<file path="src/rtl/song_pkg.sv">
// song_pkg -- definitions shared by song_recorder (writer) and song_reader (player).
// Holds the note/duration widths, the rest code, the {note, duration} entry
// packing and the terminator entry that closes every stored melody.
package song_pkg;

  localparam int NOTE_W  = 3;
  localparam int DUR_W   = 8;
  localparam int ENTRY_W = NOTE_W + DUR_W;

  typedef logic [NOTE_W-1:0]  note_t;
  typedef logic [DUR_W-1:0]   dur_t;
  typedef logic [ENTRY_W-1:0] entry_t;

  // Note code 0 is silence.
  localparam note_t REST = {NOTE_W{1'b0}};

  localparam dur_t DUR_ZERO = {DUR_W{1'b0}};
  localparam dur_t DUR_ONE  = {{(DUR_W-1){1'b0}}, 1'b1};
  localparam dur_t DUR_MAX  = {DUR_W{1'b1}};

  // Duration 0 is never used by a real note, so {REST, 0} marks end of song.
  localparam entry_t TERMINATOR = {ENTRY_W{1'b0}};

  // Single place that fixes the entry layout: note in the MSBs, duration below.
  function automatic entry_t pack_entry(input note_t note, input dur_t dur);
    return {note, dur};
  endfunction

endpackage

</file>
<file path="src/rtl/song_recorder_if.sv">
// song_recorder_if -- control inputs and RAM-write/status outputs of song_recorder.
//   tick, rec_start, rec_stop, key_down, note_sel : player side -> recorder
//   wr_en, wr_addr, wr_data                        : recorder -> song RAM write port
//   busy, full, len                                : recorder status
// master = the side driving the controls, slave = the recorder itself.
interface song_recorder_if #(
  parameter int ADDR_W = 5
);
  import song_pkg::*;

  logic              tick;
  logic              rec_start;
  logic              rec_stop;
  logic              key_down;
  note_t             note_sel;
  logic              wr_en;
  logic [ADDR_W-1:0] wr_addr;
  entry_t            wr_data;
  logic              busy;
  logic              full;
  logic [ADDR_W-1:0] len;

  modport master (
    output tick, rec_start, rec_stop, key_down, note_sel,
    input  wr_en, wr_addr, wr_data, busy, full, len
  );

  modport slave (
    input  tick, rec_start, rec_stop, key_down, note_sel,
    output wr_en, wr_addr, wr_data, busy, full, len
  );

endinterface

</file>
<file path="src/rtl/song_rec_tracker.sv">
// song_rec_tracker -- run-length tracker for the note currently being held.
// Ports:
//   clk, rst   : clock, synchronous active-low reset
//   load_i     : start of recording; capture sym_i and clear the run
//   tick_i     : time quantum to account (already gated by the FSM)
//   sym_i      : symbol for this tick (note or REST)
//   emit_o     : this tick closes the current run; entry_o must be written
//   entry_o    : {cur_note, dur} of the current run
//   dur_nz_o   : a run is open (dur != 0)
module song_rec_tracker
  import song_pkg::*;
(
  input  logic   clk,
  input  logic   rst,
  input  logic   load_i,
  input  logic   tick_i,
  input  note_t  sym_i,
  output logic   emit_o,
  output entry_t entry_o,
  output logic   dur_nz_o
);

  note_t cur_note_q, cur_note_d;
  dur_t  dur_q, dur_d;

  // Run bookkeeping: open a run, close it on a note change or saturation, or extend it.
  always_comb begin
    cur_note_d = cur_note_q;
    dur_d      = dur_q;
    emit_o     = 1'b0;
    if (load_i) begin
      cur_note_d = sym_i;
      dur_d      = DUR_ZERO;
    end else if (tick_i) begin
      if (dur_q == DUR_ZERO) begin
        // First tick of a recording only opens the run.
        cur_note_d = sym_i;
        dur_d      = DUR_ONE;
      end else if ((sym_i != cur_note_q) || (dur_q == DUR_MAX)) begin
        // A saturated run is closed even if the note continues, so long
        // notes become several consecutive entries of the same note.
        emit_o     = 1'b1;
        cur_note_d = sym_i;
        dur_d      = DUR_ONE;
      end else begin
        dur_d = dur_q + DUR_ONE;
      end
    end else begin
      emit_o = 1'b0;
    end
  end

  // Run state registers.
  always_ff @(posedge clk) begin
    if (!rst) begin
      cur_note_q <= REST;
      dur_q      <= DUR_ZERO;
    end else begin
      cur_note_q <= cur_note_d;
      dur_q      <= dur_d;
    end
  end

  assign entry_o  = pack_entry(cur_note_q, dur_q);
  assign dur_nz_o = (dur_q != DUR_ZERO);

endmodule

</file>
<file path="src/rtl/song_recorder.sv">
// song_recorder -- records button/switch melodies into the song RAM as
// {note, duration} entries followed by a terminator.
// Ports:
//   clk  : system clock
//   rst  : synchronous active-low reset
//   bus  : song_recorder_if.slave (controls in, RAM write strobe/address/data
//          and busy/full/len status out; all outputs registered)
// State meaning: FLUSH = an entry is on the write port and the terminator
// follows next cycle; TERM = the terminator is on the write port.
module song_recorder #(
  parameter int ADDR_W = 5
) (
  input logic           clk,
  input logic           rst,
  song_recorder_if.slave bus
);
  import song_pkg::*;

  localparam logic [1:0] S_IDLE   = 2'd0;
  localparam logic [1:0] S_RECORD = 2'd1;
  localparam logic [1:0] S_FLUSH  = 2'd2;
  localparam logic [1:0] S_TERM   = 2'd3;

  localparam logic [ADDR_W-1:0] ADDR_ZERO      = {ADDR_W{1'b0}};
  localparam logic [ADDR_W-1:0] ADDR_ONE       = {{(ADDR_W-1){1'b0}}, 1'b1};
  // Last address a note may use; the top address is kept for the terminator.
  localparam logic [ADDR_W-1:0] ADDR_LAST_NOTE = {{(ADDR_W-1){1'b1}}, 1'b0};

  logic [1:0]        state_q, state_d;
  logic [ADDR_W-1:0] addr_q, addr_d;
  logic              full_pend_q, full_pend_d;
  logic              wr_en_q, wr_en_d;
  logic [ADDR_W-1:0] wr_addr_q, wr_addr_d;
  entry_t            wr_data_q, wr_data_d;
  logic              busy_q, busy_d;
  logic              full_q, full_d;
  logic [ADDR_W-1:0] len_q, len_d;

  note_t  sym_s;
  logic   trk_load_s;
  logic   trk_tick_s;
  logic   trk_emit_s;
  entry_t trk_entry_s;
  logic   trk_dur_nz_s;

  assign sym_s      = bus.key_down ? bus.note_sel : REST;
  assign trk_load_s = (state_q == S_IDLE) && bus.rec_start;
  // A stop discards a tick arriving in the same cycle.
  assign trk_tick_s = (state_q == S_RECORD) && bus.tick && !bus.rec_stop;

  song_rec_tracker u_tracker (
    .clk      (clk),
    .rst      (rst),
    .load_i   (trk_load_s),
    .tick_i   (trk_tick_s),
    .sym_i    (sym_s),
    .emit_o   (trk_emit_s),
    .entry_o  (trk_entry_s),
    .dur_nz_o (trk_dur_nz_s)
  );

  // Recording FSM: computes the next write and status values one cycle ahead.
  always_comb begin
    state_d     = state_q;
    addr_d      = addr_q;
    full_pend_d = full_pend_q;
    wr_en_d     = 1'b0;
    wr_addr_d   = wr_addr_q;
    wr_data_d   = wr_data_q;
    full_d      = full_q;
    len_d       = len_q;
    case (state_q)
      S_IDLE: begin
        if (bus.rec_start) begin
          state_d     = S_RECORD;
          addr_d      = ADDR_ZERO;
          len_d       = ADDR_ZERO;
          full_d      = 1'b0;
          full_pend_d = 1'b0;
          wr_addr_d   = ADDR_ZERO;
        end else begin
          state_d = S_IDLE;
        end
      end
      S_RECORD: begin
        if (bus.rec_stop) begin
          if (trk_dur_nz_s) begin
            wr_en_d   = 1'b1;
            wr_addr_d = addr_q;
            wr_data_d = trk_entry_s;
            addr_d    = addr_q + ADDR_ONE;
            len_d     = len_q + ADDR_ONE;
            state_d   = S_FLUSH;
          end else begin
            wr_en_d   = 1'b1;
            wr_addr_d = addr_q;
            wr_data_d = TERMINATOR;
            state_d   = S_TERM;
          end
        end else if (trk_emit_s) begin
          wr_en_d   = 1'b1;
          wr_addr_d = addr_q;
          wr_data_d = trk_entry_s;
          addr_d    = addr_q + ADDR_ONE;
          len_d     = len_q + ADDR_ONE;
          if (addr_q == ADDR_LAST_NOTE) begin
            // Memory exhausted: only the terminator slot remains.
            state_d     = S_FLUSH;
            full_pend_d = 1'b1;
          end else begin
            state_d = S_RECORD;
          end
        end else begin
          state_d = S_RECORD;
        end
      end
      S_FLUSH: begin
        wr_en_d   = 1'b1;
        wr_addr_d = addr_q;
        wr_data_d = TERMINATOR;
        full_d    = full_pend_q;
        state_d   = S_TERM;
      end
      S_TERM: begin
        state_d = S_IDLE;
      end
      default: begin
        state_d = S_IDLE;
      end
    endcase
    busy_d = (state_d != S_IDLE);
  end

  // State, address counter and registered outputs.
  always_ff @(posedge clk) begin
    if (!rst) begin
      state_q     <= S_IDLE;
      addr_q      <= ADDR_ZERO;
      full_pend_q <= 1'b0;
      wr_en_q     <= 1'b0;
      wr_addr_q   <= ADDR_ZERO;
      wr_data_q   <= TERMINATOR;
      busy_q      <= 1'b0;
      full_q      <= 1'b0;
      len_q       <= ADDR_ZERO;
    end else begin
      state_q     <= state_d;
      addr_q      <= addr_d;
      full_pend_q <= full_pend_d;
      wr_en_q     <= wr_en_d;
      wr_addr_q   <= wr_addr_d;
      wr_data_q   <= wr_data_d;
      busy_q      <= busy_d;
      full_q      <= full_d;
      len_q       <= len_d;
    end
  end

  assign bus.wr_en   = wr_en_q;
  assign bus.wr_addr = wr_addr_q;
  assign bus.wr_data = wr_data_q;
  assign bus.busy    = busy_q;
  assign bus.full    = full_q;
  assign bus.len     = len_q;

endmodule

</file>
<file path="src/flat_wrapper.sv">
// flat-port wrapper written by rule: the top's interface ports become plain ports
module song_recorder_flat import song_pkg::*;
#(
  parameter int ADDR_W = 5
)
  (clk, rst, bus_tick, bus_rec_start, bus_rec_stop, bus_key_down, bus_note_sel, bus_wr_en, bus_wr_addr, bus_wr_data, bus_busy, bus_full, bus_len);
  song_recorder_if #(.ADDR_W(ADDR_W)) bus_i ();
  input logic clk;
  input logic rst;
  input wire logic [$bits(bus_i.tick)-1:0] bus_tick;
  input wire logic [$bits(bus_i.rec_start)-1:0] bus_rec_start;
  input wire logic [$bits(bus_i.rec_stop)-1:0] bus_rec_stop;
  input wire logic [$bits(bus_i.key_down)-1:0] bus_key_down;
  input wire logic [$bits(bus_i.note_sel)-1:0] bus_note_sel;
  output wire logic [$bits(bus_i.wr_en)-1:0] bus_wr_en;
  output wire logic [$bits(bus_i.wr_addr)-1:0] bus_wr_addr;
  output wire logic [$bits(bus_i.wr_data)-1:0] bus_wr_data;
  output wire logic [$bits(bus_i.busy)-1:0] bus_busy;
  output wire logic [$bits(bus_i.full)-1:0] bus_full;
  output wire logic [$bits(bus_i.len)-1:0] bus_len;
  assign bus_i.tick = bus_tick;
  assign bus_i.rec_start = bus_rec_start;
  assign bus_i.rec_stop = bus_rec_stop;
  assign bus_i.key_down = bus_key_down;
  assign bus_i.note_sel = bus_note_sel;
  assign bus_wr_en = bus_i.wr_en;
  assign bus_wr_addr = bus_i.wr_addr;
  assign bus_wr_data = bus_i.wr_data;
  assign bus_busy = bus_i.busy;
  assign bus_full = bus_i.full;
  assign bus_len = bus_i.len;
  song_recorder #(.ADDR_W(ADDR_W)) u_core (.clk(clk), .rst(rst), .bus(bus_i));
endmodule
</file>
<file path="config.mk">
export PLATFORM = sky130hd
export DESIGN_NAME = song_recorder_flat
export DESIGN_NICKNAME = d
export VERILOG_FILES = /design/src/rtl/song_pkg.sv /design/src/rtl/song_recorder_if.sv /design/src/rtl/song_rec_tracker.sv /design/src/rtl/song_recorder.sv /design/src/flat_wrapper.sv
export SDC_FILE = /design/constraint.sdc
export NUM_CORES = 1
export LEC_CHECK = 0
export ABC_AREA = 1
export CAP_MARGIN = 25
export CORE_ASPECT_RATIO = 0.6
export CORE_MARGIN = 5
export CORE_UTILIZATION = 30
export CTS_BUF_LIST = sky130_fd_sc_hd__clkbuf_4 sky130_fd_sc_hd__clkbuf_8
export DETAILED_ROUTE_END_ITERATION = 12
export PLACE_DENSITY_LB_ADDON = 0.3
export SLEW_MARGIN = 20
export SYNTH_ARGS = -nofsm -noshare
export SYNTH_HDL_FRONTEND = slang
export SYNTH_SLANG_ARGS = --single-unit
</file>
<file path="constraint.sdc">
create_clock -name clk -period 2.75 [get_ports clk]
set_input_delay 0.275 -clock clk [delete_from_list [all_inputs] [get_ports clk]]
set_output_delay 0.275 -clock clk [all_outputs]
set_load 0.01 [all_outputs]
</file>
==> report_table.html, run 1 <==
<table>
<tr><th>Metric</th><th>Value</th></tr>
<tr><th colspan="2">Logic synthesis</th></tr>
<tr><td>Synth top cells by count</td><td>nand2_1, nand3_1, dfxtp_1</td></tr>
<tr><td>Cell area after technology mapping</td><td>2372 um^2</td></tr>
<tr><td>Async S/R FF share, synth</td><td>0</td></tr>
<tr><td>Number of distinct standard cells referenced by the synthesized netlist</td><td>32</td></tr>
<tr><td>Portion of the post-synthesis area used by sequential elements</td><td>0.3629</td></tr>
<tr><td>Yosys Warn Count</td><td>0</td></tr>
<tr><td>Cell taking the most area after synthesis</td><td>dfxtp_1</td></tr>
<tr><td>Mean cell area of the mapped netlist</td><td>7.189 um^2</td></tr>
<tr><td>Commonest register cell after synthesis</td><td>dfxtp_1</td></tr>
<tr><td>Multiplexer share of the synthesized area</td><td>0</td></tr>
<tr><td>Area share of xor/xnor cells in the synthesized design</td><td>0.03692</td></tr>
<tr><td>Dominant combinational cell family by area after synthesis</td><td>simple AND/OR/NAND/NOR gates</td></tr>
<tr><td>Most area-consuming cells after synthesis</td><td>dfxtp_1, nand2_1, nand3_1, nor2_1, a21oi_1</td></tr>
<tr><td>Synth Area in Adders</td><td>0.04219</td></tr>
<tr><td>Post-synth EDFFs</td><td>0</td></tr>
<tr><td>Synthesized net count</td><td>347</td></tr>
<tr><td>Synth top area share</td><td>0.3629</td></tr>
<tr><td>Synth Area in Compound Gates</td><td>0.1081</td></tr>
<tr><td>Synth Register Bits</td><td>43</td></tr>
<tr><td>Number of instances in the synthesized netlist</td><td>330</td></tr>
<tr><td>Dominant cell by count in the synthesized netlist</td><td>nand2_1</td></tr>
<tr><td>Simple-gate area share of the yosys netlist</td><td>0.3623</td></tr>
<tr><th colspan="2">Worst setup path</th></tr>
<tr><td>Endpoint type of the worst setup path</td><td>flip-flop</td></tr>
<tr><td>Highest-delay cell along the critical path</td><td>ha_1</td></tr>
<tr><td>Startpoint type of the worst setup path</td><td>flip-flop</td></tr>
<tr><td>Arr. time, crit path</td><td>2.37 ns</td></tr>
<tr><td>CP delay by family, top</td><td>simple AND/OR/NAND/NOR gates</td></tr>
<tr><td>RR Startpoint</td><td>u_core.state_q[1]$_SDFF_PN0_</td></tr>
<tr><td>Most prevalent standard cell on the critical path</td><td>nand2_4</td></tr>
<tr><td>Worst Path Buf+Inv</td><td>1</td></tr>
<tr><td>Highest cell delay on the worst timing path</td><td>0.39 ns</td></tr>
<tr><td>CP max FO</td><td>39</td></tr>
<tr><td>Worst setup path class</td><td>reg2reg</td></tr>
<tr><td>Critical Path Source</td><td>u_core.state_q[1]$_SDFF_PN0_</td></tr>
<tr><td>Required time of the worst setup path</td><td>2.94 ns</td></tr>
<tr><td>Cell-by-cell listing of the critical path</td><td>inv_1 -&gt; ha_1 -&gt; nand2_4 -&gt; nor2_8 -&gt; nand2_2 -&gt; nor2_2 -&gt; nand2_2 -&gt; nand2_4 -&gt; nand2_4 -&gt; nand2_1 -&gt; a21oi_1</td></tr>
<tr><th colspan="2">Detailed routing</th></tr>
<tr><td>Number of vias per cell after detailed routing</td><td>4.536</td></tr>
<tr><td>Routed vias</td><td>2,114</td></tr>
<tr><td>Post-route ant nets</td><td>0</td></tr>
<tr><td>First-pass DRT Iterations</td><td>4</td></tr>
<tr><td>Mean routed wirelength per cell</td><td>12.09 um</td></tr>
<tr><td>Routed WL</td><td>5.634 mm</td></tr>
<tr><td>Remaining design rule violation count</td><td>0</td></tr>
<tr><td>Drt initial violations</td><td>257</td></tr>
<tr><th colspan="2">Floorplanning</th></tr>
<tr><td>Starting density of the core</td><td>0.3046</td></tr>
<tr><td>Die width</td><td>124.8 um</td></tr>
<tr><td>DIE AREA</td><td>9844 um^2</td></tr>
<tr><td>Number of placement rows</td><td>25</td></tr>
<tr><td>I/O pin count</td><td>33</td></tr>
<tr><td>Die span in y</td><td>78.88 um</td></tr>
<tr><td>Placeable Area</td><td>7789 um^2</td></tr>
<tr><th colspan="2">Run status</th></tr>
<tr><td>Outcome</td><td>completed</td></tr>
<tr><th colspan="2">Pwr</th></tr>
<tr><td>Worst vdd rail ir drop</td><td>0.1946 mV</td></tr>
<tr><td>Post-layout total power</td><td>1523 uW</td></tr>
<tr><td>Pleak</td><td>0.001098 uW</td></tr>
<tr><td>Total power density per cell area</td><td>532.9 nW/um^2</td></tr>
<tr><th colspan="2">STA</th></tr>
<tr><td>Worst clock skew</td><td>0.008223 ns</td></tr>
<tr><td>Total negative slack for setup checks</td><td>0 ns</td></tr>
<tr><td>Worst slew margin relative to its limit</td><td>0.6830</td></tr>
<tr><td>Final critical path time including I/O delays and setup</td><td>2.177 ns</td></tr>
<tr><td>Post-route clock period utilization</td><td>0.7915</td></tr>
<tr><td>Number of endpoints failing setup at the final stage</td><td>0</td></tr>
<tr><td>Setup repair after global routing missed its margin</td><td>false</td></tr>
<tr><td>Count of final hold-check violations</td><td>0</td></tr>
<tr><td>Max-slew violation count</td><td>0</td></tr>
<tr><td>Least-Margin Pin Slew</td><td>0.4751 ns</td></tr>
<tr><td>Achievable clock frequency</td><td>459.4 MHz</td></tr>
<tr><td>Hold WS</td><td>0.4680 ns</td></tr>
<tr><th colspan="2">Clocking</th></tr>
<tr><td>Post-CTS Setup Inserts</td><td>0</td></tr>
<tr><td>Maximum buffer depth of the clock tree</td><td>2</td></tr>
<tr><td>Number of gates resized after CTS</td><td>0</td></tr>
<tr><td>Maximum level of the CTS H-tree</td><td>2</td></tr>
<tr><td>Number of buffers created by CTS</td><td>5</td></tr>
<tr><td>Cell at the root of the clock tree</td><td>clkbuf_8</td></tr>
<tr><td>Count of hold buffers inserted by post-cts repair</td><td>0</td></tr>
<tr><td>CTS tree</td><td>built</td></tr>
<tr><td>Clock transition time at the flip-flop clock pins of the worst setup and hold paths</td><td>0.08 ns</td></tr>
<tr><td>Worst-Skew Late Latency</td><td>0.30 ns</td></tr>
<tr><td>Clock Sink Count</td><td>43</td></tr>
<tr><th colspan="2">Placed design</th></tr>
<tr><td>Detailed-placement wirelength estimate</td><td>4.233 mm</td></tr>
<tr><td>Weighted congestion reported at the end of routability-driven placement</td><td>0.8411</td></tr>
<tr><td>Number of buffers inserted by port buffering</td><td>32</td></tr>
<tr><th colspan="2">Finish</th></tr>
<tr><td>Count of nets after finishing</td><td>374</td></tr>
<tr><td>Antenna diode count</td><td>0</td></tr>
<tr><td>Ratio of cells with drive above 1 in the final layout</td><td>0.1034</td></tr>
<tr><td>Synthesis-to-layout area growth</td><td>20.46%</td></tr>
<tr><th colspan="2">Global routing</th></tr>
<tr><td>Total global-route track usage</td><td>0.1173</td></tr>
<tr><td>Residual overflow from global routing</td><td>0</td></tr>
<tr><td>Via count of the first global-routing pass</td><td>1,942</td></tr>
<tr><td>Wire length of the first global-routing pass</td><td>9.473 mm</td></tr>
<tr><td>Initial antenna violation count</td><td>0</td></tr>
<tr><td>Largest net degree at the start of global routing</td><td>40</td></tr>
<tr><th colspan="2">Hold path</th></tr>
<tr><td>Hold path startpoint</td><td>u_core.bus.wr_addr[4]$_SDFFE_PN0P_</td></tr>
<tr><td>Hold crit path type</td><td>reg2reg</td></tr>
<tr><th colspan="2">Job</th></tr>
<tr><td>MaxCap Viol Count</td><td>0</td></tr>
</table>
## state kept, by name (all words and copies together) (netlist names)
name / cells
u_core.u_tracker.dur_q: 8
u_core.state_q: 2
u_core.bus.len: 5
u_core.bus.wr_en: 1
u_core.addr_q: 5
u_core.full_pend_q: 1
u_core.bus.wr_addr: 5
u_core.bus.wr_data: 11
u_core.u_tracker.cur_note_q: 3
u_core.bus.full: 1
u_core.bus.busy: 1
## layer usage
| layer | global-route usage | part of all wire |
|---|---|---|
| met2 | 0.1552 | 0.36 |
| met4 | 0.03501 | 0.0099 |
| met3 | 0.03831 | 0.065 |
| met5 | 0 | 0 |
| met1 | 0.1763 | 0.57 |
## worst register-to-register path, delay by kind of cell, from the launching register on
kind | cells | cell delay (ns)
buf+inv | 1 | 0.08
flops | 1 | 0.33
fa+ha+maj | 1 | 0.39
simple gates | 8 | 1.19
compound gates | 1 | 0.06
## worst paths after layout
kind,cells after the start,slack [ns],to
setup reg to reg,11,0.57,u_core.bus.len[2]$_SDFFE_PN0P_
setup / recovery,11,0.57,u_core.bus.len[2]$_SDFFE_PN0P_
hold reg to reg,2,0.47,u_core.bus.wr_addr[4]$_SDFFE_PN0P_
hold / removal,2,0.47,u_core.bus.wr_addr[4]$_SDFFE_PN0P_
## cell usage in the layout (no fill, tap or decap), types with 4 or more instances in the layout
| cell type | Yosys | routed |
|---|---|---|
| ha_1 | 8 | 8 |
| clkbuf_8 | 0 | 6 |
| nand3b_1 | 6 | 6 |
| dfxtp_1 | 43 | 43 |
| a21oi_1 | 23 | 23 |
| nand2_1 | 80 | 80 |
| nor2_1 | 35 | 35 |
| xor2_1 | 8 | 8 |
| nand2_2 | 4 | 4 |
| nand3_1 | 45 | 45 |
| nor3_1 | 4 | 4 |
| inv_1 | 23 | 23 |
| o21ai_0 | 5 | 5 |
| a21oi_2 | 10 | 10 |
| clkdlybuf4s50_1 | 0 | 32 |
## cells by family after synthesis
logic type               after synthesis
AND/OR/NAND/NOR                      186
flip-flops                            43
AO/OA/AOI/OAI                         42
buffers and inverters                 41
XOR/XNOR                              10
adder cells (fa/ha/maj)                8
## through the flow
step	setup WS [ns]	cells	util	cell area, um^2
5_1_grt	0.4437	466	0.3669	2858
3_3_place_gp	0.5854	458	0.3518	2740
4_1_cts	0.5941	466	0.3669	2858
3_5_place_dp	0.5522	458	0.3518	2740
2_1_floorplan	1.151	330	-	2372
6_report	0.5733	466	0.3669	2858
## final cells by class
cell class                 instances  area, um^2
fill                             795        4931
multi-input combinational        246        1304
sequential                        43       860.8
timing repair buffer              35       342.8
tap                              108       135.1
inverter                          26       97.59
clock buffer                       6       82.58
clock inverter                     2       35.03
## report_power, final
group	leakage, uW	total (uW)	internal (uW)	switching, uW
clock	0.0000612	522	294	228
combinational	0.000687	315	129	186
sequential	0.000350	686	657	28.2
total	0.00110	1520	1080	442
Power figures use the tool's default switching activity.
==> run 2, diff against run 1 <==
==> constraint.sdc (replaced) <==
create_clock -name clk -period 1.8 [get_ports clk]
set_input_delay 0.18 -clock clk [delete_from_list [all_inputs] [get_ports clk]]
set_output_delay 0.18 -clock clk [all_outputs]
set_load 0.01 [all_outputs]
==> run 2 against run 1 <==
Sequential power increased by 53%. Final cell count increased by 6.2%. Register-to-register slack worse by 0.48 ns. Global-route usage is 0.52 points higher. Die area is the same. Critical path type unchanged. Largest power group unchanged. Highest routed layer unchanged.
==> report_table.html, run 2 (synthesized netlist as in run 1, its figures left out) <==
<table>
<tr><th>Metric</th><th>Value</th></tr>
<tr><th colspan="2">STA</th></tr>
<tr><td>Final critical path time including I/O delays and setup</td><td>1.709 ns (-0.4675 ns)</td></tr>
<tr><td>Worst clock skew</td><td>0.008474 ns (+0.0002516 ns)</td></tr>
<tr><td>Achievable clock frequency</td><td>585.1 MHz (+27%)</td></tr>
<tr><td>Worst Slack Setup Final</td><td>0.09087 ns (-0.4825 ns)</td></tr>
<tr><td>Least-Margin Pin Slew</td><td>0.3527 ns (-0.1224 ns)</td></tr>
<tr><td>Number of endpoints failing setup at the final stage</td><td>0 (unchanged)</td></tr>
<tr><td>Max-slew violation count</td><td>0 (unchanged)</td></tr>
<tr><td>Setup repair after global routing missed its margin</td><td>true</td></tr>
<tr><td>Count of final hold-check violations</td><td>0 (unchanged)</td></tr>
<tr><td>Worst slew margin relative to its limit</td><td>0.7646 (+0.08166)</td></tr>
<tr><td>Post-route clock period utilization</td><td>0.9495 (+0.1580)</td></tr>
<tr><th colspan="2">Finish</th></tr>
<tr><td>Layout filler cell count</td><td>797 (+0.25%)</td></tr>
<tr><td>Count of nets after finishing</td><td>403 (+7.8%)</td></tr>
<tr><td>Ratio of cells with drive above 1 in the final layout</td><td>0.1860 (+0.08269)</td></tr>
<tr><td>Commonest cells after routing, fill and taps aside</td><td>nand2_1, nand3_1, dfxtp_1</td></tr>
<tr><td>Antenna diode count</td><td>0 (unchanged)</td></tr>
<tr><td>Most common cell after layout, fill and taps aside</td><td>nand2_1</td></tr>
<tr><td>Max FFs per register</td><td>11 (unchanged)</td></tr>
<tr><td>Synthesis-to-layout area growth</td><td>31.38%</td></tr>
<tr><th colspan="2">Detailed routing</th></tr>
<tr><td>Drt initial violations</td><td>80 (-69%)</td></tr>
<tr><td>Routed vias</td><td>2,250 (+6.4%)</td></tr>
<tr><td>Number of vias per cell after detailed routing</td><td>4.545 (+0.20%)</td></tr>
<tr><td>Routed WL</td><td>6.019 mm (+6.8%)</td></tr>
<tr><td>Remaining design rule violation count</td><td>0 (unchanged)</td></tr>
<tr><td>First-pass DRT Iterations</td><td>5 (+1)</td></tr>
<tr><td>Mean routed wirelength per cell</td><td>12.16 um (+0.57%)</td></tr>
<tr><td>Post-route ant nets</td><td>0 (unchanged)</td></tr>
<tr><th colspan="2">Global routing</th></tr>
<tr><td>Residual overflow from global routing</td><td>0 (unchanged)</td></tr>
<tr><td>Wire length of the first global-routing pass</td><td>9.853 mm (+4.0%)</td></tr>
<tr><td>Total global-route track usage</td><td>0.1225 (+0.005235)</td></tr>
<tr><td>Via count of the first global-routing pass</td><td>2,003 (+3.1%)</td></tr>
<tr><td>Initial antenna violation count</td><td>0 (unchanged)</td></tr>
<tr><td>Largest net degree at the start of global routing</td><td>25 (-38%)</td></tr>
<tr><th colspan="2">Clocking</th></tr>
<tr><td>Cell at the root of the clock tree</td><td>clkbuf_8</td></tr>
<tr><td>Maximum buffer depth of the clock tree</td><td>2 (unchanged)</td></tr>
<tr><td>Clock transition time at the flip-flop clock pins of the worst setup and hold paths</td><td>0.09 ns (about the same)</td></tr>
<tr><td>Count of hold buffers inserted by post-cts repair</td><td>0 (unchanged)</td></tr>
<tr><td>Number of buffers created by CTS</td><td>5 (unchanged)</td></tr>
<tr><td>CTS tree</td><td>built</td></tr>
<tr><td>Clock Sink Count</td><td>43 (unchanged)</td></tr>
<tr><td>Maximum level of the CTS H-tree</td><td>2 (unchanged)</td></tr>
<tr><td>Number of gates resized after CTS</td><td>0 (unchanged)</td></tr>
<tr><td>Worst-Skew Late Latency</td><td>0.31 ns (about the same)</td></tr>
<tr><td>Post-CTS Setup Inserts</td><td>0 (unchanged)</td></tr>
<tr><th colspan="2">Pwr</th></tr>
<tr><td>Worst vdd rail ir drop</td><td>0.2961 mV (+52%)</td></tr>
<tr><td>Pleak</td><td>0.001237 uW (+13%)</td></tr>
<tr><td>Total power density per cell area</td><td>716.4 nW/um^2 (+34%)</td></tr>
<tr><td>Post-layout total power</td><td>2233 uW (+47%)</td></tr>
<tr><th colspan="2">Placed design</th></tr>
<tr><td>Detailed-placement wirelength estimate</td><td>4.494 mm (+6.1%)</td></tr>
<tr><td>Number of buffers inserted by port buffering</td><td>32 (unchanged)</td></tr>
<tr><td>Weighted congestion reported at the end of routability-driven placement</td><td>0.8892 (+5.7%)</td></tr>
<tr><td>Setup Slack @ Placement</td><td>-0.1937 ns (-0.7459 ns)</td></tr>
<tr><th colspan="2">Floorplanning</th></tr>
<tr><td>Starting density of the core</td><td>0.3046 (unchanged)</td></tr>
<tr><td>DIE AREA</td><td>9844 um^2 (unchanged)</td></tr>
<tr><td>Number of placement rows</td><td>25 (unchanged)</td></tr>
<tr><td>I/O pin count</td><td>33 (unchanged)</td></tr>
<tr><td>Placeable Area</td><td>7789 um^2 (unchanged)</td></tr>
<tr><td>Die span in y</td><td>78.88 um (unchanged)</td></tr>
<tr><td>Die width</td><td>124.8 um (unchanged)</td></tr>
<tr><th colspan="2">Worst setup path</th></tr>
<tr><td>Highest cell delay on the worst timing path</td><td>0.34 ns (-0.05 ns)</td></tr>
<tr><td>Cell-by-cell listing of the critical path</td><td>inv_2 -&gt; ha_4 -&gt; nand2_4 -&gt; nor2_8 -&gt; buf_4 -&gt; nand4_1 -&gt; nor2_1 -&gt; nand2_1 -&gt; nor2_2 -&gt; xor2_1 -&gt; nor2_1</td></tr>
<tr><td>Arr. time, crit path</td><td>1.91 ns (-0.46 ns)</td></tr>
<tr><td>Most prevalent standard cell on the critical path</td><td>nor2_1</td></tr>
<tr><td>Worst setup path class</td><td>reg2reg</td></tr>
<tr><td>Endpoint type of the worst setup path</td><td>flip-flop</td></tr>
<tr><td>Required time of the worst setup path</td><td>2.00 ns (-0.94 ns)</td></tr>
<tr><td>Startpoint type of the worst setup path</td><td>flip-flop</td></tr>
<tr><td>CP max FO</td><td>7 (-82%)</td></tr>
<tr><td>Highest-delay cell along the critical path</td><td>dfxtp_2</td></tr>
<tr><th colspan="2">Hold path</th></tr>
<tr><td>Hold crit path type</td><td>reg2reg</td></tr>
<tr><th colspan="2">Job</th></tr>
<tr><td>MaxCap Viol Count</td><td>0 (unchanged)</td></tr>
<tr><th colspan="2">Run status</th></tr>
<tr><td>Outcome</td><td>completed</td></tr>
</table>
## run 2: layer usage
| metal | track usage | up-vias | wire length, um |
|---|---|---|---|
| li1 | - | 1176 | - |
| met1 | 0.1908 | 1001 | 3199 |
| met2 | 0.1595 | 66 | 2268 |
| met3 | 0.03696 | 7 | 497 |
| met4 | 0.02954 | 0 | 54 |
| met5 | 0 | - | 0 |
## run 2: area by class of cell
type	count	area (um^2)	share of cell area
tap	108	135.1	0.04336
clock buffer	5	68.82	0.02208
multi-input combinational	247	1351	0.4336
timing repair buffer	63	578.1	0.1855
inverter	26	100.1	0.03212
clock inverter	3	20.02	0.006423
sequential	43	863.3	0.2770
## run 2: critical path, delay by kind of cell, from the launching register on
kind | cells | cell delay (ns)
buf+inv | 2 | 0.22
simple gates | 7 | 0.75
flops | 1 | 0.34
fa+ha+maj | 1 | 0.14
xor+xnor | 1 | 0.15
## run 2: stage by stage
stage               hold WS (ns)  std cells  utilization  instance area (um^2)  TNS (ns)
floorplan                 0.3874        330            -                  2372         0
global placement          0.4508        486       0.3820                  2975    -2.122
detailed placement        0.4540        486       0.3820                  2975    -3.331
CTS                       0.4678        494       0.3934                  3064         0
global route              0.4914        495       0.4002                  3117  -0.02924
finish                    0.4628        495       0.4002                  3117         0
## run 2: path summary, 6_finish.rpt
path | from | end | slack (ns) | cells past startpoint
worst min-delay path | u_core.bus.wr_addr[0]$_SDFFE_PN0P_ | u_core.bus.wr_addr[0]$_SDFFE_PN0P_ | 0.46 | 2
worst max register to register | u_core.state_q[1]$_SDFF_PN0_ | u_core.u_tracker.dur_q[7]$_SDFFE_PP0P_ | 0.09 | 11
worst max-delay path | u_core.state_q[1]$_SDFF_PN0_ | u_core.u_tracker.dur_q[7]$_SDFFE_PP0P_ | 0.09 | 11
worst min register to register | u_core.bus.wr_addr[0]$_SDFFE_PN0P_ | u_core.bus.wr_addr[0]$_SDFFE_PN0P_ | 0.46 | 2
## run 2: report_power, final
group	switching [uW]	internal (uW)	leakage, uW
clock	363	270	0.0000402
sequential	41.6	1010	0.000350
combinational	302	250	0.000846
==> run 3, diff against run 2 <==
--- a/config.mk
+++ b/config.mk
@@ -12,6 +12,7 @@
 export CORE_UTILIZATION = 30
 export CTS_BUF_LIST = sky130_fd_sc_hd__clkbuf_4 sky130_fd_sc_hd__clkbuf_8
 export DETAILED_ROUTE_END_ITERATION = 12
+export MAX_ROUTING_LAYER = met4
 export PLACE_DENSITY_LB_ADDON = 0.3
 export SLEW_MARGIN = 20
 export SYNTH_ARGS = -nofsm -noshare
==> run 3 against run 2 <==
Combinational power up 1%. First-iteration DRC count up 100%. Critical path type unchanged. Power up 13%. Hold slack better by 0.0037 ns. Clock skew up 0.0039 ns. Largest power group unchanged.
==> report_table.html, run 3 (synthesized netlist as in run 1, its figures left out) <==
<table>
<tr><th>Metric</th><th>Value</th></tr>
<tr><th colspan="2">Worst setup path</th></tr>
<tr><td>RR Startpoint</td><td>u_core.state_q[1]$_SDFF_PN0_</td></tr>
<tr><td>Worst setup path class</td><td>reg2reg</td></tr>
<tr><td>Worst reg-to-reg path cell count</td><td>11 (unchanged)</td></tr>
<tr><td>Startpoint type of the worst setup path</td><td>flip-flop</td></tr>
<tr><td>Endpoint type of the worst setup path</td><td>flip-flop</td></tr>
<tr><td>Setup slack on the worst flop-to-flop path</td><td>0.08 ns (about the same)</td></tr>
<tr><td>Reg-to-Reg End</td><td>u_core.u_tracker.dur_q[5]$_SDFFE_PP0P_</td></tr>
<tr><td>Required time of the worst setup path</td><td>2.04 ns (+0.04 ns)</td></tr>
<tr><td>Arr. time, crit path</td><td>1.95 ns (+0.04 ns)</td></tr>
<tr><td>CP max FO</td><td>7 (unchanged)</td></tr>
<tr><th colspan="2">Pwr</th></tr>
<tr><td>Total power density per cell area</td><td>793.5 nW/um^2 (+11%)</td></tr>
<tr><td>Reported net switching power</td><td>705.8 uW (-0.25%)</td></tr>
<tr><td>Logic gate share of total power</td><td>0.221 (-0.026)</td></tr>
<tr><td>Sequential group share of total power</td><td>0.413 (-0.056)</td></tr>
<tr><td>Pleak</td><td>0.001272 uW (+2.9%)</td></tr>
<tr><td>Switching power as a share of total power</td><td>0.2788 (-0.03811)</td></tr>
<tr><td>Fraction of power consumed by the clock network</td><td>0.366 (+0.082)</td></tr>
<tr><td>Internal power contribution</td><td>1826 uW (+20%)</td></tr>
<tr><td>Worst vdd rail ir drop</td><td>0.3233 mV (+9.2%)</td></tr>
<tr><th colspan="2">STA</th></tr>
<tr><td>Worst slew margin relative to its limit</td><td>0.7533 (-0.01138)</td></tr>
<tr><td>Least-Margin Pin Slew</td><td>0.3697 ns (+0.01705 ns)</td></tr>
<tr><td>Worst clock skew</td><td>0.01237 ns (+0.003895 ns)</td></tr>
<tr><td>Final critical path time including I/O delays and setup</td><td>1.716 ns (+0.007262 ns)</td></tr>
<tr><td>Max-slew violation count</td><td>0 (unchanged)</td></tr>
<tr><td>Count of final hold-check violations</td><td>0 (unchanged)</td></tr>
<tr><td>Number of endpoints failing setup at the final stage</td><td>0 (unchanged)</td></tr>
<tr><td>Setup repair after global routing missed its margin</td><td>true</td></tr>
<tr><td>Achievable clock frequency</td><td>582.6 MHz (-0.42%)</td></tr>
<tr><td>Worst Slack Setup Final</td><td>0.08361 ns (-0.007262 ns)</td></tr>
<tr><td>Total negative slack for setup checks</td><td>0 ns (unchanged)</td></tr>
<tr><td>Post-route clock period utilization</td><td>0.9536 (+0.004035)</td></tr>
<tr><th colspan="2">Run status</th></tr>
<tr><td>Outcome</td><td>completed</td></tr>
<tr><th colspan="2">Finish</th></tr>
<tr><td>Count of nets after finishing</td><td>405 (+0.50%)</td></tr>
<tr><td>Commonest cells after routing, fill and taps aside</td><td>nand2_1, nand3_1, dfxtp_1</td></tr>
<tr><td>Final Util</td><td>0.4096 (+0.009478)</td></tr>
<tr><td>Synthesis-to-layout area growth</td><td>34.49%</td></tr>
<tr><td>Max FFs per register</td><td>11 (unchanged)</td></tr>
<tr><td>Antenna diode count</td><td>0 (unchanged)</td></tr>
<tr><td>Most common cell after layout, fill and taps aside</td><td>nand2_1</td></tr>
<tr><td>Layout filler cell count</td><td>802 (+0.63%)</td></tr>
<tr><td>Ratio of cells with drive above 1 in the final layout</td><td>0.1877 (+0.001614)</td></tr>
<tr><th colspan="2">Detailed routing</th></tr>
<tr><td>Drt initial violations</td><td>162 (+100%)</td></tr>
<tr><td>Mean routed wirelength per cell</td><td>12.34 um (+1.5%)</td></tr>
<tr><td>First-pass DRT Iterations</td><td>4 (-1)</td></tr>
<tr><td>Routed vias</td><td>2,301 (+2.3%)</td></tr>
<tr><td>Post-route ant nets</td><td>0 (unchanged)</td></tr>
<tr><td>Remaining design rule violation count</td><td>0 (unchanged)</td></tr>
<tr><td>Number of vias per cell after detailed routing</td><td>4.630 (+1.9%)</td></tr>
<tr><td>Routed WL</td><td>6.131 mm (+1.9%)</td></tr>
<tr><th colspan="2">Placed design</th></tr>
<tr><td>Setup Slack @ Placement</td><td>-0.1595 ns (+0.03419 ns)</td></tr>
<tr><td>Number of buffers inserted by port buffering</td><td>32 (unchanged)</td></tr>
<tr><td>Detailed-placement wirelength estimate</td><td>4.531 mm (+0.83%)</td></tr>
<tr><td>Weighted congestion reported at the end of routability-driven placement</td><td>0.9065 (+1.9%)</td></tr>
<tr><th colspan="2">Hold path</th></tr>
<tr><td>Hold crit path type</td><td>reg2reg</td></tr>
<tr><td>Endpoint, Worst Hold</td><td>u_core.bus.wr_addr[3]$_SDFFE_PN0P_</td></tr>
<tr><td>Hold path startpoint</td><td>u_core.bus.wr_addr[3]$_SDFFE_PN0P_</td></tr>
<tr><td>Cell depth of the worst min-delay path</td><td>2 (unchanged)</td></tr>
<tr><th colspan="2">Clocking</th></tr>
<tr><td>Cell at the root of the clock tree</td><td>clkbuf_8</td></tr>
<tr><td>Maximum level of the CTS H-tree</td><td>2 (unchanged)</td></tr>
<tr><td>Clock transition time at the flip-flop clock pins of the worst setup and hold paths</td><td>0.09 ns (about the same)</td></tr>
<tr><td>CTS tree</td><td>built</td></tr>
<tr><td>Number of buffers created by CTS</td><td>5 (unchanged)</td></tr>
<tr><td>Count of hold buffers inserted by post-cts repair</td><td>0 (unchanged)</td></tr>
<tr><td>Worst-Skew Late Latency</td><td>0.31 ns (about the same)</td></tr>
<tr><td>Clock Sink Count</td><td>43 (unchanged)</td></tr>
<tr><td>Maximum buffer depth of the clock tree</td><td>2 (unchanged)</td></tr>
<tr><th colspan="2">Global routing</th></tr>
<tr><td>Via count of the first global-routing pass</td><td>2,052 (+2.4%)</td></tr>
<tr><td>Initial antenna violation count</td><td>0 (unchanged)</td></tr>
<tr><td>Residual overflow from global routing</td><td>0 (unchanged)</td></tr>
<tr><td>Largest net degree at the start of global routing</td><td>25 (unchanged)</td></tr>
<tr><td>Wire length of the first global-routing pass</td><td>10.21 mm (+3.6%)</td></tr>
<tr><td>Total global-route track usage</td><td>0.1291 (+0.006569)</td></tr>
<tr><th colspan="2">Floorplanning</th></tr>
<tr><td>Starting density of the core</td><td>0.3046 (unchanged)</td></tr>
<tr><td>DIE AREA</td><td>9844 um^2 (unchanged)</td></tr>
<tr><td>Die span in y</td><td>78.88 um (unchanged)</td></tr>
<tr><td>Number of placement rows</td><td>25 (unchanged)</td></tr>
<tr><td>Placeable Area</td><td>7789 um^2 (unchanged)</td></tr>
<tr><td>Die width</td><td>124.8 um (unchanged)</td></tr>
<tr><td>I/O pin count</td><td>33 (unchanged)</td></tr>
<tr><th colspan="2">Job</th></tr>
<tr><td>MaxCap Viol Count</td><td>0 (unchanged)</td></tr>
</table>
run 3: changes by cell type in the layout (fill, tap and decap cells not counted), sizes merged:
cell / before / now
clkinvlp: 2 / 0
nand2: 88 / 89
buf: 31 / 32
bufinv: 0 / 2
clkinv: 2 / 1
clkbuf: 5 / 6
run 3: worst max-delay path, cell delays in order (launching register included):
cell and delay [ns]:
dfxtp_1 0.33, inv_1 0.08, ha_2 0.20, nand2_4 0.07, nor2_8 0.09, buf_6 0.12
nand4_1 0.15, buf_4 0.18, buf_4 0.12, o21ai_0 0.14, nand2_1 0.07, nor2_1 0.10
run 3: stage by stage:
stage          hold slack, ns  cell area (um^2)  std cells  power, uW
6_report               0.4666              3191        497       2532
5_1_grt                0.5030              3191        497       2663
4_1_cts                0.4694              3112        494       2528
3_5_place_dp           0.4563              2975        486       1605
3_3_place_gp           0.4515              2975        486       1602
2_1_floorplan          0.3874              2372        330       1403
run 3: what timing repair did:
| item | 4_1_cts | 5_1_grt |
|---|---|---|
| setup endpoints to repair | 0 | 27 |
| buffers inserted | 0 | 1 |
| resized for setup | 0 | 12 |
run 3: routing by layer:
layer,up-vias,GRT usage,share of wire
met2,77,0.1627,0.37
met4,0,0.02188,0.0024
met1,1041,0.1976,0.55
met5,-,-,0
li1,1181,-,-
met3,2,0.04032,0.073
run 3: power by group through the flow:
| stage | Combinational [uW] | Clock [uW] | Sequential [uW] |
|---|---|---|---|
| floorplan | 325 | 0 | 1080 |
| global placement | 535 | 0 | 1070 |
| detailed placement | 538 | 0 | 1070 |
| CTS | 540 | 943 | 1050 |
| global route | 621 | 989 | 1050 |
| finish | 560 | 926 | 1050 |
run 3: worst max path at each step:
stage | start | end | slack [ns] | cells past startpoint
after floorplan | u_core.state_q[0]$_SDFF_PN0_ | u_core.bus.wr_data[8]$_SDFFE_PN0P_ | 0.20 | 11
after CTS | u_core.u_tracker.dur_q[0]$_SDFFE_PP0P_ | u_core.addr_q[0]$_SDFFE_PN0P_ | 0.02 | 10
after global routing | u_core.state_q[1]$_SDFF_PN0_ | u_core.u_tracker.dur_q[7]$_SDFFE_PP0P_ | -0.03 | 11
after detailed placement | bus_key_down | u_core.u_tracker.cur_note_q[0]$_SDFFE_PN0P_ | -0.16 | 11
final | u_core.state_q[1]$_SDFF_PN0_ | u_core.u_tracker.dur_q[5]$_SDFFE_PP0P_ | 0.08 | 11
after global placement | bus_key_down | u_core.u_tracker.cur_note_q[1]$_SDFFE_PN0P_ | -0.13 | 11
run 3: final cells by class:
| cell class | instances | area (um^2) | share of cell area |
|---|---|---|---|
| multi-input cells | 248 | 1366 | 0.4282 |
| clock buffers | 6 | 76.32 | 0.02392 |
| well taps | 108 | 135.1 | 0.04235 |
| clock inverters | 2 | 60.06 | 0.01882 |
| repair buffers | 64 | 589.3 | 0.1847 |
| inverters | 26 | 100.1 | 0.03137 |
| flip-flops and latches | 43 | 863.3 | 0.2706 |
==> variant (flow settings as in run 1) <==
`ADDR_W` is set to 5 in 3 places; all go to 7.
--- a/src/rtl/song_recorder_if.sv
+++ b/src/rtl/song_recorder_if.sv
@@ -5,5 +5,5 @@
 // master = the side driving the controls, slave = the recorder itself.
 interface song_recorder_if #(
-  parameter int ADDR_W = 5
+  parameter int ADDR_W = 7
 );
   import song_pkg::*;
--- a/src/rtl/song_recorder.sv
+++ b/src/rtl/song_recorder.sv
@@ -9,5 +9,5 @@
 // follows next cycle; TERM = the terminator is on the write port.
 module song_recorder #(
-  parameter int ADDR_W = 5
+  parameter int ADDR_W = 7
 ) (
   input logic           clk,
--- a/src/flat_wrapper.sv
+++ b/src/flat_wrapper.sv
@@ -2,5 +2,5 @@
 module song_recorder_flat import song_pkg::*;
 #(
-  parameter int ADDR_W = 5
+  parameter int ADDR_W = 7
 )
   (clk, rst, bus_tick, bus_rec_start, bus_rec_stop, bus_key_down, bus_note_sel, bus_wr_en, bus_wr_addr, bus_wr_data, bus_busy, bus_full, bus_len);
Interface: changed (resized bus_len and bus_wr_addr); port bits go from 33 to 37. The function was not compared with the original's and may differ.
==> variant against run 1 <==
Total power is 8.0% lower; setup slack worse by 120 ps; clock power decreased by 2%; critical path depth is 2 higher; count of clock-buffer cells in the layout decreased by 1; combinational power down 48%; area after synthesis is 2.1% higher; first-iteration DRC count fell by 6.6%; die area grew 1.9%; synthesized cell count is 1.8% higher; wire length grew 10%; cell count is 2.6% higher; sequential cell count rose by 6; design area up 4.2%.
==> variant: results (changes against run 1) <==
Run status
  • Status: complete, no violations

Detailed routing
  • Number of vias per cell: 4.71 (+3.9%)
  • 1st-iter DRT viols: 240 (-6.6%)
  • First-pass DRT Iterations: 5 (+1)
  • Routed length per instance: 13.0 µm (+7.3%)

Setup path
  • CP max stage delay: 330 ps (-60 ps)
  • Reg2Reg Capture Point: u_core.bus.wr_data[6]$_SDFFE_PN0P_
  • Crit path DAT: 2490 ps (+120 ps)
  • Reg2reg path depth: 13 (+2)
  • Reg2Reg Setup Slack: 460 ps (-120 ps)
  • Critical path peak fanout: 23 (-41%)
  • Slowest cell on crit path: dfxtp_1

Clock network
  • Root Buffer: clkbuf_8
  • Number of cells upsized or downsized after cts: 0 (unchanged)
  • Hold Buf Count CTS: 0 (unchanged)

Power and ir drop
  • Peak supply drop: 0.188 mV (-3.3%)
  • Static Leakage: 1.10 nW (+0.32%)

Global route
  • Pin count of the biggest net entering global routing: 33 (-18%)
  • First-pass GRT wire length: 10100 µm (+7.1%)
  • Vias in the first global route: 1953 (+0.57%)
  • GRT Overall Usage: 12.8% (+1.1 points)

Place
  • Final GP Congestion: 0.874 (+3.9%)
  • Cell area after placement: 2870 µm² (+4.9%)
  • Dpl hpwl: 4640 µm (+9.6%)
  • Number of port buffers: 36 (+13%)

Min path
  • Min-delay src: u_core.bus.wr_addr[3]$_SDFFE_PN0P_
  • Hold Crit Endpoint: u_core.bus.wr_addr[3]$_SDFFE_PN0P_

Synth
  • Register area share after synthesis: 40.5% (+4.2 points)
  • Largest cells by area after synthesis: dfxtp_1 (40%), nand2_1 (12%), a21oi_1 (7.6%)
  • Net Count, Synth: 353 (+1.7%)
  • Yosys warns: 0 (unchanged)
  • Synth cell count leaders: nand2_1 (78), dfxtp_1 (49), nor2_1 (41), a21oi_1 (37), nand3_1 (31)
  • Number of distinct library cells after synthesis: 30 (-6.3%)

Final layout
  • Final nets: 387 (+3.5%)
  • Layout cells sized above 1: 5.95% (-4.4 points)
  • Max FFs per register: 11 (unchanged)

Timing
  • Fin Clk Skew: 10.5 ps (+2.26 ps)
  • Slew margin rel.: 76.3% (+8.0 points)
[variant: cell count changes in the layout (fill, tap and decap cells not counted), moves of 4 or more]
cell,before,now
nand4_1,1,15
clkdlybuf4s50_1,32,36
a21oi_2,10,0
nor2_1,35,41
dfxtp_1,43,49
a21oi_1,23,37
nand3_1,45,31
nand3b_1,6,0
[variant: area by class of cell]
class,instances,area (µm²)
fill,823,4900
multi-input combinational,246,1260
clock buffer,5,68.8
clock inverter,2,35.0
sequential,49,981
inverter,28,106
tap,108,135
timing repair buffer,40,390
[variant: worst max path at each step]
stage / end / cells past startpoint / slack (ps) / from
3_5_place_dp: u_core.u_tracker.dur_q[1]$_SDFFE_PP0P_ / 9 / 460 / bus_key_down
4_1_cts: u_core.bus.wr_data[6]$_SDFFE_PN0P_ / 13 / 480 / u_core.state_q[1]$_SDFF_PN0_
5_1_grt: u_core.bus.wr_data[0]$_SDFFE_PN0P_ / 13 / 170 / u_core.state_q[1]$_SDFF_PN0_
2_1_floorplan: u_core.bus.wr_data[2]$_SDFFE_PN0P_ / 14 / 980 / u_core.state_q[1]$_SDFF_PN0_
6_report: u_core.bus.wr_data[6]$_SDFFE_PN0P_ / 13 / 460 / u_core.state_q[1]$_SDFF_PN0_
3_3_place_gp: u_core.u_tracker.dur_q[1]$_SDFFE_PP0P_ / 9 / 510 / bus_key_down
[variant: kinds of logic after synthesis]
logic type      Yosys count  share of synthesized area [%]
flops                    49                           40.5
xor+xnor                 14                           5.06
compound gates           44                           9.30
buf+inv                  41                           7.44
fa+ha+maj                 8                           4.13
simple gates            180                           33.6
[variant: power breakdown]
part | switching [W] | total, W | internal [W]
clock | 0.000245 | 0.000509 | 0.000265
sequential | 0.00000737 | 0.000728 | 0.000720
combinational | 0.000114 | 0.000164 | 0.0000498
total | 0.000366 | 0.00140 | 0.00103
[variant: worst register-to-register path, cell delays in order, from the launching register on]
cell      delay (ps)
dfxtp_1          330
inv_1             80
ha_1             280
inv_2            190
nor2_8           150
nand2_4           80
clkinv_2          80
nand2_1           60
nor2_2           110
nand2_2           90
nand2_4          220
nand2_1          300
nand2_1          140
a21oi_1           70
[variant: stage by stage]
step / cells / util, % / hold WS [ps]
detailed placement: 471 / 36.5 / 458
global placement: 471 / 36.5 / 453
CTS: 478 / 37.8 / 473
finish: 478 / 37.8 / 471
floorplan: 336 / - / 438
global route: 478 / 37.8 / 487
[variant: layer usage]
metal,global-route usage (%),vias up,share of wire (%)
met5,0,-,0
met4,4.18,0,1.3
met3,4.01,7,7.2
met2,15.4,85,36
met1,20.3,992,56
li1,-,1168,-
